## src/rtl/winograd_tile_feeder_pkg.sv

```systemverilog
// Shared types and helpers for the Winograd tile feeder: state encoding, widths, buffer rotation.
package winograd_tile_feeder_pkg;

  localparam int PIX_W = 8;
  localparam int CNT_W = 20;
  localparam int NUM_LB = 6;

  typedef enum logic [1:0] {
    INIT_STATE = 2'd0,
    STATE1     = 2'd1,
    STATE2     = 2'd2,
    STATE3     = 2'd3
  } state_e;

  function automatic state_e next_strip_state(state_e s);
    case (s)
      STATE1:  return STATE2;
      STATE2:  return STATE3;
      default: return STATE1;
    endcase
  endfunction

  // Buffer index (0-based, modulo the ring of six) offset from a base buffer.
  function automatic logic [2:0] lb_index(logic [2:0] base, int off);
    int v;
    v = int'(base) + off;
    return 3'(v % NUM_LB);
  endfunction

  // Buffer holding the top tile row in a given strip state; the fill set follows four later.
  function automatic logic [2:0] read_base(state_e s);
    case (s)
      STATE2:  return 3'd2;
      STATE3:  return 3'd4;
      default: return 3'd0;
    endcase
  endfunction

endpackage

```

## src/rtl/winograd_tile_feeder_if.sv

```systemverilog
// Pixel stream in, tile + ready out, proc_finish ack from the consumer.
interface winograd_tile_feeder_if #(
  parameter int M = 3,
  parameter int N = 4
);
  logic [7:0]           i_pixel_data;
  logic                 i_pixel_data_valid;
  logic                 proc_finish;
  logic [M*N*N*8-1:0]   o_input_tile_across_all_channel;
  logic                 o_ready;

  modport master (
    output i_pixel_data, i_pixel_data_valid, proc_finish,
    input  o_input_tile_across_all_channel, o_ready
  );

  modport slave (
    input  i_pixel_data, i_pixel_data_valid, proc_finish,
    output o_input_tile_across_all_channel, o_ready
  );
endinterface

```

## src/rtl/winograd_tile_feeder_line_buffer.sv

```systemverilog
// One image row (M*W bytes) with a wrapping write pointer; combinational N*M-byte window read.
// Window bytes past the end of the row read as zero.
module winograd_tile_feeder_line_buffer
  import winograd_tile_feeder_pkg::*;
#(
  parameter int M = 3,
  parameter int W = 10,
  parameter int N = 4
) (
  input  logic                   clk,
  input  logic                   rst,
  input  logic [PIX_W-1:0]       data,
  input  logic                   valid,
  input  logic [CNT_W-1:0]       rd_base,
  output logic [N*M*PIX_W-1:0]   rd_dat
);
  localparam int LINE = M * W;
  localparam int PW   = $clog2(LINE);

  logic [PIX_W-1:0] line [0:LINE-1];
  logic [PW-1:0]    wr_pntr_q, wr_pntr_d;
  logic [CNT_W-1:0] addr;

  always_comb begin
    wr_pntr_d = wr_pntr_q;
    if (valid) begin
      wr_pntr_d = (wr_pntr_q == PW'(LINE - 1)) ? '0 : wr_pntr_q + PW'(1);
    end
  end

  always_ff @(posedge clk) begin
    if (rst) wr_pntr_q <= '0;
    else     wr_pntr_q <= wr_pntr_d;
  end

  // Contents survive reset; only the pointer restarts.
  always_ff @(posedge clk) begin
    if (!rst && valid) line[wr_pntr_q] <= data;
  end

  always_comb begin
    rd_dat = '0;
    addr   = '0;
    for (int i = 0; i < N * M; i++) begin
      addr = rd_base + CNT_W'(i);
      if (addr < CNT_W'(LINE)) rd_dat[i*PIX_W +: PIX_W] = line[addr[PW-1:0]];
    end
  end

endmodule

```

## src/rtl/winograd_tile_feeder.sv

```systemverilog
// Six rotating line buffers feeding stride-2 NxN tiles for all channels; tile valid one cycle after
// proc_finish, extra pixels are dropped while the two-row fill set is full.
module winograd_tile_feeder
  import winograd_tile_feeder_pkg::*;
#(
  parameter int M = 3,
  parameter int W = 10,
  parameter int N = 4
) (
  input  logic                  i_clk,
  input  logic                  i_rst,
  winograd_tile_feeder_if.slave bus
);
  localparam int LINE = M * W;
  localparam int T    = (W - N) / 2 + 1;
  localparam int LBW  = N * M * PIX_W;

  state_e           state_q, state_d;
  logic [CNT_W-1:0] fill_cnt_q, fill_cnt_d;
  logic [CNT_W-1:0] rd_cnt_q, rd_cnt_d;
  logic             ready_q, ready_d;

  logic             wr_en;
  logic [2:0]       wr_sel;
  logic [5:0]       lb_vld;
  logic [CNT_W-1:0] rd_base;
  logic [LBW-1:0]   lb_rd [NUM_LB];
  logic [2:0]       row_sel;
  logic [M*N*N*PIX_W-1:0] tile;

  always_comb begin
    state_d    = state_q;
    fill_cnt_d = fill_cnt_q;
    rd_cnt_d   = rd_cnt_q;
    wr_en      = 1'b0;
    wr_sel     = '0;
    case (state_q)
      INIT_STATE: begin
        if (fill_cnt_q == CNT_W'(4 * LINE)) begin
          state_d    = STATE1;
          fill_cnt_d = '0;
          rd_cnt_d   = '0;
        end else if (bus.i_pixel_data_valid) begin
          wr_en      = 1'b1;
          wr_sel     = (fill_cnt_q < CNT_W'(LINE))     ? 3'd0 :
                       (fill_cnt_q < CNT_W'(2 * LINE)) ? 3'd1 :
                       (fill_cnt_q < CNT_W'(3 * LINE)) ? 3'd2 : 3'd3;
          fill_cnt_d = fill_cnt_q + CNT_W'(1);
        end
      end
      default: begin
        if (rd_cnt_q == CNT_W'(T) && fill_cnt_q == CNT_W'(2 * LINE)) begin
          state_d    = next_strip_state(state_q);
          fill_cnt_d = '0;
          rd_cnt_d   = '0;
        end else begin
          if (bus.i_pixel_data_valid && fill_cnt_q < CNT_W'(2 * LINE)) begin
            wr_en      = 1'b1;
            wr_sel     = lb_index(read_base(state_q), (fill_cnt_q >= CNT_W'(LINE)) ? 5 : 4);
            fill_cnt_d = fill_cnt_q + CNT_W'(1);
          end
          if (ready_q && bus.proc_finish) rd_cnt_d = rd_cnt_q + CNT_W'(1);
        end
      end
    endcase
    ready_d = (state_d != INIT_STATE) && (rd_cnt_d < CNT_W'(T));
    lb_vld  = '0;
    if (wr_en) lb_vld[wr_sel] = 1'b1;
  end

  always_ff @(posedge i_clk) begin
    if (i_rst) begin
      state_q    <= INIT_STATE;
      fill_cnt_q <= '0;
      rd_cnt_q   <= '0;
      ready_q    <= 1'b0;
    end else begin
      state_q    <= state_d;
      fill_cnt_q <= fill_cnt_d;
      rd_cnt_q   <= rd_cnt_d;
      ready_q    <= ready_d;
    end
  end

  // Tile t starts at column 2t, i.e. byte 2t*M of every row.
  assign rd_base = rd_cnt_q * CNT_W'(2 * M);

  winograd_tile_feeder_line_buffer #(.M(M), .W(W), .N(N)) lb1 (.clk(i_clk), .rst(i_rst),
    .data(bus.i_pixel_data), .valid(lb_vld[0]), .rd_base(rd_base), .rd_dat(lb_rd[0]));
  winograd_tile_feeder_line_buffer #(.M(M), .W(W), .N(N)) lb2 (.clk(i_clk), .rst(i_rst),
    .data(bus.i_pixel_data), .valid(lb_vld[1]), .rd_base(rd_base), .rd_dat(lb_rd[1]));
  winograd_tile_feeder_line_buffer #(.M(M), .W(W), .N(N)) lb3 (.clk(i_clk), .rst(i_rst),
    .data(bus.i_pixel_data), .valid(lb_vld[2]), .rd_base(rd_base), .rd_dat(lb_rd[2]));
  winograd_tile_feeder_line_buffer #(.M(M), .W(W), .N(N)) lb4 (.clk(i_clk), .rst(i_rst),
    .data(bus.i_pixel_data), .valid(lb_vld[3]), .rd_base(rd_base), .rd_dat(lb_rd[3]));
  winograd_tile_feeder_line_buffer #(.M(M), .W(W), .N(N)) lb5 (.clk(i_clk), .rst(i_rst),
    .data(bus.i_pixel_data), .valid(lb_vld[4]), .rd_base(rd_base), .rd_dat(lb_rd[4]));
  winograd_tile_feeder_line_buffer #(.M(M), .W(W), .N(N)) lb6 (.clk(i_clk), .rst(i_rst),
    .data(bus.i_pixel_data), .valid(lb_vld[5]), .rd_base(rd_base), .rd_dat(lb_rd[5]));

  // Reorder each row window (col-major, channel-minor) into tile[ch][row][col].
  always_comb begin
    tile    = '0;
    row_sel = '0;
    for (int row = 0; row < N; row++) begin
      row_sel = lb_index(read_base(state_q), row);
      for (int ch = 0; ch < M; ch++) begin
        for (int col = 0; col < N; col++) begin
          tile[((ch*N + row)*N + col)*PIX_W +: PIX_W] = lb_rd[row_sel][(col*M + ch)*PIX_W +: PIX_W];
        end
      end
    end
  end

  assign bus.o_input_tile_across_all_channel = tile;
  assign bus.o_ready                         = ready_q;

endmodule

```

## src/flat_wrapper.sv

```systemverilog
// flat-port wrapper written by rule: the top's interface ports become plain ports
module winograd_tile_feeder_flat import winograd_tile_feeder_pkg::*;
#(
  parameter int M = 3,
  parameter int W = 10,
  parameter int N = 4
)
  (i_clk, i_rst, bus_i_pixel_data, bus_i_pixel_data_valid, bus_proc_finish, bus_o_input_tile_across_all_channel, bus_o_ready);
  winograd_tile_feeder_if #(.M(M), .N(N)) bus_i ();
  input  logic i_clk;
  input  logic i_rst;
  input wire logic [$bits(bus_i.i_pixel_data)-1:0] bus_i_pixel_data;
  input wire logic [$bits(bus_i.i_pixel_data_valid)-1:0] bus_i_pixel_data_valid;
  input wire logic [$bits(bus_i.proc_finish)-1:0] bus_proc_finish;
  output wire logic [$bits(bus_i.o_input_tile_across_all_channel)-1:0] bus_o_input_tile_across_all_channel;
  output wire logic [$bits(bus_i.o_ready)-1:0] bus_o_ready;
  assign bus_i.i_pixel_data = bus_i_pixel_data;
  assign bus_i.i_pixel_data_valid = bus_i_pixel_data_valid;
  assign bus_i.proc_finish = bus_proc_finish;
  assign bus_o_input_tile_across_all_channel = bus_i.o_input_tile_across_all_channel;
  assign bus_o_ready = bus_i.o_ready;
  winograd_tile_feeder #(.M(M), .W(W), .N(N)) u_core (.i_clk(i_clk), .i_rst(i_rst), .bus(bus_i));
endmodule
```

## config.mk

```make
export PLATFORM = sky130hd
export DESIGN_NAME = winograd_tile_feeder_flat
export DESIGN_NICKNAME = d
export VERILOG_FILES = /design/src/rtl/winograd_tile_feeder_pkg.sv /design/src/rtl/winograd_tile_feeder_if.sv /design/src/rtl/winograd_tile_feeder_line_buffer.sv /design/src/rtl/winograd_tile_feeder.sv /design/src/flat_wrapper.sv
export SDC_FILE = /design/constraint.sdc
export NUM_CORES = 2
export LEC_CHECK = 0
export CORE_ASPECT_RATIO = 1.5
export CORE_MARGIN = 2
export CORE_UTILIZATION = 60
export DETAILED_ROUTE_END_ITERATION = 7
export PLACE_DENSITY = 0.85
export SYNTH_ARGS = -nofsm -noshare
export SYNTH_HDL_FRONTEND = slang
export SYNTH_SLANG_ARGS = --single-unit
```

## constraint.sdc

```tcl
create_clock -name i_clk -period 9.57 [get_ports i_clk]
set_input_delay 2.3925 -clock i_clk [delete_from_list [all_inputs] [get_ports i_clk]]
set_output_delay 2.3925 -clock i_clk [all_outputs]
set_load 0.05 [all_outputs]
```

**Word level (Yosys, flattened, before mapping)**

Memory sizes are Yosys's and may differ from the RTL's.
Index checks and enable logic that the tools add are counted.

- Input bits: 12
- Memories: 6
- Register bits after elaboration: 73
- Bits in writable memories: 1440
- Output and inout port bits: 385
- Word-level logic and storage cells: 237

Memories:

| name | words | bits a word | read ports | clocked after memory_dff | write ports | line | RTL |
|---|---|---|---|---|---|---|---|
| u_core.lb1.line | 30 | 8 | 12 | 0 | 1 | winograd_tile_feeder_line_buffer.sv:20 | `logic [PIX_W-1:0] line [0:LINE-1];` |
| u_core.lb2.line | 30 | 8 | 12 | 0 | 1 | winograd_tile_feeder_line_buffer.sv:20 |  |
| u_core.lb3.line | 30 | 8 | 12 | 0 | 1 | winograd_tile_feeder_line_buffer.sv:20 |  |
| u_core.lb4.line | 30 | 8 | 12 | 0 | 1 | winograd_tile_feeder_line_buffer.sv:20 |  |
| u_core.lb5.line | 30 | 8 | 12 | 0 | 1 | winograd_tile_feeder_line_buffer.sv:20 |  |
| u_core.lb6.line | 30 | 8 | 12 | 0 | 1 | winograd_tile_feeder_line_buffer.sv:20 |  |

- Divide/modulo/power cells: 5
- Add/subtract/negate cells: 23
- Reduce and logical (&&, ||, !) cells: 16
- $lt $le $gt $ge: 23
- $mul: 1
- Bitwise operators: 4
- Equal/unequal tests: 13
- Multiplexer cells: 136

Operator list:

| operator | number |
|---|---|
| $bmux 96 s3 | 4 |
| $mux 96 | 8 |
| $mux 8 | 72 |
| $lt 20x5->1 const B | 13 |
| $mux 20 | 9 |
| $mod 32x4->32 const B | 4 |
| $add 20x3->20 const B | 4 |
| $add 20x4->20 const B | 4 |
| $add 20x1->20 const B | 3 |
| $add 20x2->20 const B | 2 |
| $add 4x32->32 | 1 |
| $mod 4x4->32 const B | 1 |
| $add 5x1->5 const B | 6 |
| $eq 5x5->1 const B | 6 |
| $mux 3 | 10 |
| $mux 5 | 6 |
| $eq 20x3->1 const B | 1 |
| $eq 20x6->1 const B | 1 |
| $eq 20x7->1 const B | 1 |
| $ge 20x5->1 const B | 1 |
| $lt 20x3->1 const B | 1 |
| $lt 20x6->1 const B | 1 |
| $lt 20x7->1 const B | 1 |
| $mul 20x2->19 const B | 1 |
| other kinds (21) | 60 |

**Longest topological paths before layout**

- Depth in word-level cells: 18
- Depth in mapped cells: 25
- Gate-level depth less buffers: 14

**By module**

A second synthesis with hierarchy kept.

- Cell total of the unflattened synthesis: 14472
- Area total of the unflattened synthesis: 154573.2 µm²

By module, submodules not included:

| module | area an instance (µm²) | cells each | seq. area each (µm²) | times used |
|---|---|---|---|---|
| winograd_tile_feeder_line_buffer (u_core.lb2 ...) | 23993.0 | 2175 | 7307.0 | 4 |
| winograd_tile_feeder_line_buffer (u_core.lb6) | 24268.3 | 2049 | 7307.0 | 1 |
| winograd_tile_feeder_line_buffer (u_core.lb1) | 22713.0 | 1953 | 7307.0 | 1 |
| winograd_tile_feeder | 11619.9 | 1770 | 860.8 | 1 |

**Least setup slack after synthesis**

No wires, ideal clock.

- Kind: reg-to-output
- Start: register u_core.rd_cnt_q[0]
- End: output port bus_o_input_tile_across_all_channel[270]
- Arrival: 6.708 ns
- Required time: 7.178 ns
- Buffers on the path: 13
- Path slack: 0.470 ns
- Stages on the path, launching flop included: 23
- Path through: dfxtp_1 buf_2 inv_2 clkbuf_1 clkbuf_1 clkbuf_1 clkbuf_1 ha_1 clkbuf_1 buf_2 inv_2 clkbuf_1 clkbuf_1 clkbuf_1 ha_1 clkbuf_1 inv_1 clkbuf_1 clkbuf_1 mux2_2 o21ai_0 a22oi_1 nor4_1

- Word-level cells in the longest chain between the ends: 7
- Elaborated cells between the ends (all ways): 18
- Classes of those cells: add/sub: 1; mul: 1; order compare: 1; mux: 9; memory: 6

RTL lines:

| element | line | RTL |
|---|---|---|
| start, declared | winograd_tile_feeder.sv:20 | `logic [CNT_W-1:0] rd_cnt_q, rd_cnt_d;` |
| start signal, assigned | winograd_tile_feeder.sv:80 | `rd_cnt_q <= rd_cnt_d;` |
| $mul 20x2->19 * | winograd_tile_feeder.sv:86 | `assign rd_base = rd_cnt_q * CNT_W'(2 * M);` |
| $add 20x3->20 * | winograd_tile_feeder_line_buffer.sv:45 | `addr = rd_base + CNT_W'(i);` |
| $lt 20x5->1 / $mem_v2 30x8 (equally long branches) | -- |  |
| $mux 8 | winograd_tile_feeder_line_buffer.sv:46 | `if (addr < CNT_W'(LINE)) rd_dat[i*PIX_W +: PIX_W] = line[addr[PW-1:0]];` |
| $bmux 96 s3 * | winograd_tile_feeder.sv:109 | `tile[((ch*N + row)*N + col)*PIX_W +: PIX_W] = lb_rd[row_sel][(col*M + ch)*PIX_W +: PIX_W];` |
| $mux 96 * (2 in a row) | -- |  |
| end, declared | flat_wrapper.sv:15 | `output wire logic [$bits(bus_i.o_input_tile_across_all_channel)-1:0] bus_o_input_tile_across_all_channel;` |

Every way passes the cells marked *; elsewhere a longest branch is shown, timed or not. The select of a mux whose other input is x is not followed.

**Worst setup path after layout**

- Start: register u_core.rd_cnt_q[0]
- End: output port bus_o_input_tile_across_all_channel[288]

- Word-level cells in the longest chain between the ends: 7
- Elaborated cells between the ends (all ways): 18
- Classes of those cells: add/sub: 1; mul: 1; order compare: 1; mux: 9; memory: 6

RTL lines:

| element | line |
|---|---|
| $mul 20x2->19 * | winograd_tile_feeder.sv:86 |
| $add 20x2->20 * | winograd_tile_feeder_line_buffer.sv:45 |
| $lt 20x5->1 / $mem_v2 30x8 (equally long branches) | -- |
| $mux 8 | winograd_tile_feeder_line_buffer.sv:46 |
| $bmux 96 s3 * | winograd_tile_feeder.sv:109 |
| $mux 96 * (2 in a row) | -- |

Marked as above.

==> results.toml <==
[floorplanning]
die_h_um = 525
ios = 397
core_area_um2 = 180000
row_count = 191
initial_core_util_pct = 60.3
die_w_um = 351
dieArea_um2 = 185000

[hold_path]
hp-start = "u_core.rd_cnt_q[6]$_SDFF_PP0_"
hold_class = "register to register"
hold-path-endpoint = "u_core.rd_cnt_q[6]$_SDFF_PP0_"
hold_depth = 2

[clock_network]
cts_buffers = 159
worstSkewPairLatency_ns = 0.88
cts_root_buffer = "clkbuf_16"
cts_sinks = 1513
hold_buffers = 0
cts_buffer_depth = 4
cts_htree_levels = 4
post_cts_resized = 0
clk_pin_slew_ns = 0.07
cts_tree = "done"
post_cts_buffers = 0

[worst_setup_path]
reg2reg_depth = 12
r2r_end = "u_core.lb6.line[18][6]$_DFFE_PP_"
critPathTopFamily = "buffers and inverters"
cp.arrival_ns = 7.24
crit_chain = "inv_8, ha_4, buf_12, buf_12, or2_2, o211ai_1, o21ai_0, mux4_2, mux2i_1, o22ai_1, nand3_1, nor3_1, buf_4, buf_12"
crit_type = "register to output port"
cp-start-kind = "register"
crit_buf_inv = 5
crit_slowest_cell = "o22ai_1"
r2r_slack_ns = 4.25
required_ns = 7.18
worstPathMaxFanout = 150
crit_top_cell = "buf_12"
slowest_delay_ns = 0.91
critPathCaptureType = "output port"
timing.rr.start = "u_core.rd_cnt_q[0]$_SDFFE_PP0P_"

[timing]
hold_viol_final = 0
fin_crit_sh_pct = 101
tightest_slew_ns = 1.63
slew_viol_final = 14
rsz0062_at_grt = "false"
whs_ns = 0.520
final.min_clock_period_ns = 9.63
fin_skew_ns = 0.0602
relSlewSlack_pct = -9.30
setup_viol = 1
post-route-worst-setup-slack_ns = -0.0578
timing.fmax_ghz = 0.104

[logic_synthesis]
synth_area_per_cell_um2 = 11.1
synth-seq-area-share_pct = 41.2
synth_nets = 9823
yosys_warnings = 0
synth_flop_cell = "edfxtp_1"
synthDistinctLibCells = 93
synth_edf_count = 1440
ys_seq_elements = 1513
synthArstFlopShare_pct = 0
syn_area_um2 = 109000
synthCells = 9745

[final_layout]
seqCellArea_um2 = 44700
fin_nets = 9787
multiInputGateArea_um2 = 60300
stdcell_count = 12300
syn_to_final_growth_pct = 12.6
drive_gt1_share_pct = 23.9
fill_cells = 12700
final_cell_area_um2 = 122000

[place]
place_hpwl_mm = 320
place_ws_ns = 1.39
dp.cells = 12000
io_buffers = 396
place_congestion = 1.11
place_area_um2 = 117000

[power_and_ir_drop]
totalPowerFinal_w = 0.0136
power.density_nw_per_um2 = 111
switchingPower_w = 0.00293
power.leakage_nw = 39.8
internal_power_w = 0.0106
seqPwrFrac_pct = 53.5
swShare_pct = 21.6
vdd_drop_max_uv = 139
p_clk_share_pct = 45.1
power_frac_comb_pct = 1.4

[global_routing]
globalRoute.totalOverflow = 0
grt_pass1_vias = 92300
grt_max_degree = 181
grt_pass1_wl_mm = 659
grt_antenna_before_repair = 47
track_usage_pct = 50.2

[routing]
drtIter0Drc = 19300
route.vias.total = 97500
drtAntennaViolNets = 0
dr.pass1.iters = 8
wl_per_cell_um = 38.2
remaining_drc_errors = 56
via_per_inst = 7.94
wl_mm = 470

[outcome]
status = "finished, violations left"
violations = "DRC, capacitance limit, slew limit, setup timing"

[run]
drv_cap = 3
state kept, by name, summed over array words and instances (netlist names):
name                  cells
u_core.lb5.line         240
u_core.lb6.line         240
u_core.lb4.wr_pntr_q      5
u_core.lb4.line         240
u_core.state_q            2
u_core.lb3.wr_pntr_q      5
u_core.bus.o_ready        1
u_core.lb2.wr_pntr_q      5
u_core.rd_cnt_q          20
u_core.lb1.line         240
u_core.lb2.line         240
u_core.fill_cnt_q        20
u_core.lb3.line         240
u_core.lb6.wr_pntr_q      5
u_core.lb5.wr_pntr_q      5
u_core.lb1.wr_pntr_q      5
tightest hold or removal path, stage by stage (launching register included):
cell	delay [ns]
dfxtp_1	0.35
nand2_1	0.07
a21oi_1	0.05
worst max-delay path by stage:
stage / cells after the start / from / to
after floorplan: 22 / u_core.rd_cnt_q[0]$_SDFFE_PP0P_ / bus_o_input_tile_across_all_channel[270]
after CTS: 15 / u_core.rd_cnt_q[0]$_SDFFE_PP0P_ / bus_o_input_tile_across_all_channel[141]
after global placement: 15 / u_core.rd_cnt_q[0]$_SDFFE_PP0P_ / bus_o_input_tile_across_all_channel[244]
after global routing: 13 / u_core.rd_cnt_q[0]$_SDFFE_PP0P_ / bus_o_input_tile_across_all_channel[204]
after detailed placement: 15 / u_core.rd_cnt_q[0]$_SDFFE_PP0P_ / bus_o_input_tile_across_all_channel[141]
final: 14 / u_core.rd_cnt_q[0]$_SDFFE_PP0P_ / bus_o_input_tile_across_all_channel[288]
cells in the mapped netlist (all sizes together), types with 17 or more instances:
cell type	instances	area [um2]
and2	89	557
dfxtp	73	1460
o311ai	45	409
and3	97	607
nand3b	22	165
nor3	130	651
nor2	1109	4160
buf	226	961
mux2	412	4640
xnor2	37	332
clkbuf	699	2620
a21oi	649	3260
nand4	33	206
edfxtp	1440	43200
a31oi	54	353
ha	65	813
o22a	53	464
o22ai	82	513
a22oi	102	766
nand3	124	626
nor2b	61	382
inv	117	439
a211o	29	255
o21a	91	683
o2111ai	29	254
xor2	17	149
o21ai	663	3330
a211oi	182	1370
nand2b	84	526
o31ai	19	143
or2	47	294
nor4	95	646
mux2i	807	8080
o211ai	166	1250
nand2	746	2800
or3	34	213
mux4	873	19700
per-layer routing:
metal / routed length [um] / vias to the layer above / part of all wire [%] / GRT usage, %
met1: 131000 / 45900 / 28 / 53.1
met4: 63800 / 16 / 14 / 50.9
li1: - / 37900 / - / -
met3: 76300 / 3321 / 16 / 22.0
met5: 129 / - / 0.027 / 0.636
met2: 198000 / 10300 / 42 / 72.6
area by class of cell:
| type | instances | area share [%] |
|---|---|---|
| Tap cell | 2412 | 2.47 |
| Sequential cell | 1513 | 36.6 |
| Multi-Input combinational cell | 7190 | 49.3 |
| Inverter | 117 | 0.382 |
| Antenna cell | 55 | 0.113 |
| Clock buffer | 199 | 3.45 |
| Timing Repair Buffer | 728 | 7.26 |
| Clock inverter | 74 | 0.509 |
through the flow:
| stage | TNS [ns] | utilization, % |
|---|---|---|
| 4_1_cts | 0 | 67.8 |
| 2_1_floorplan | 0 | - |
| 5_1_grt | 0 | 67.8 |
| 6_report | -0.0578 | 67.9 |
| 3_3_place_gp | 0 | 65.1 |
| 3_5_place_dp | 0 | 65.1 |
cells by family (layout without fill, tap and decap cells):
| family | after synthesis | after routing | share of synthesized area [%] |
|---|---|---|---|
| fa+ha+maj | 66 | 66 | 0.767 |
| xor+xnor | 55 | 55 | 0.463 |
| other cells | 0 | 55 | 0 |
| buf+inv | 1042 | 1118 | 3.70 |
| flops | 1513 | 1513 | 41.2 |
| mux | 2092 | 2092 | 29.8 |
| simple gates | 2708 | 2708 | 11.2 |
| compound gates | 2269 | 2269 | 12.9 |
cells in the final DEF (no fill, tap or decap), drive strengths merged, types with 29 or more instances in the layout:
cell type	instances
edfxtp	1440
nor2	1109
mux4	873
mux2i	807
nand2	746
buf	719
o21ai	663
a21oi	649
mux2	412
clkbuf	199
a211oi	182
o211ai	166
nor3	130
nand3	124
inv	123
a22oi	102
and3	97
nor4	95
o21a	91
and2	89
nand2b	84
o22ai	82
dfxtp	73
ha	65
nor2b	61
diode	55
a31oi	54
o22a	53
clkinv	48
or2	47
o311ai	45
xnor2	37
or3	34
nand4	33
a211o	29
o2111ai	29
power groups by stage:
stage / clock [W] / sequential [W] / combinational (W)
floorplan: 0 / 0.00739 / 0.0000392
global placement: 0 / 0.00739 / 0.000168
detailed placement: 0 / 0.00739 / 0.000178
CTS: 0.00604 / 0.00725 / 0.000178
global route: 0.00630 / 0.00725 / 0.000191
finish: 0.00612 / 0.00725 / 0.000191
No activity file was read; power rests on OpenSTA's default activity.
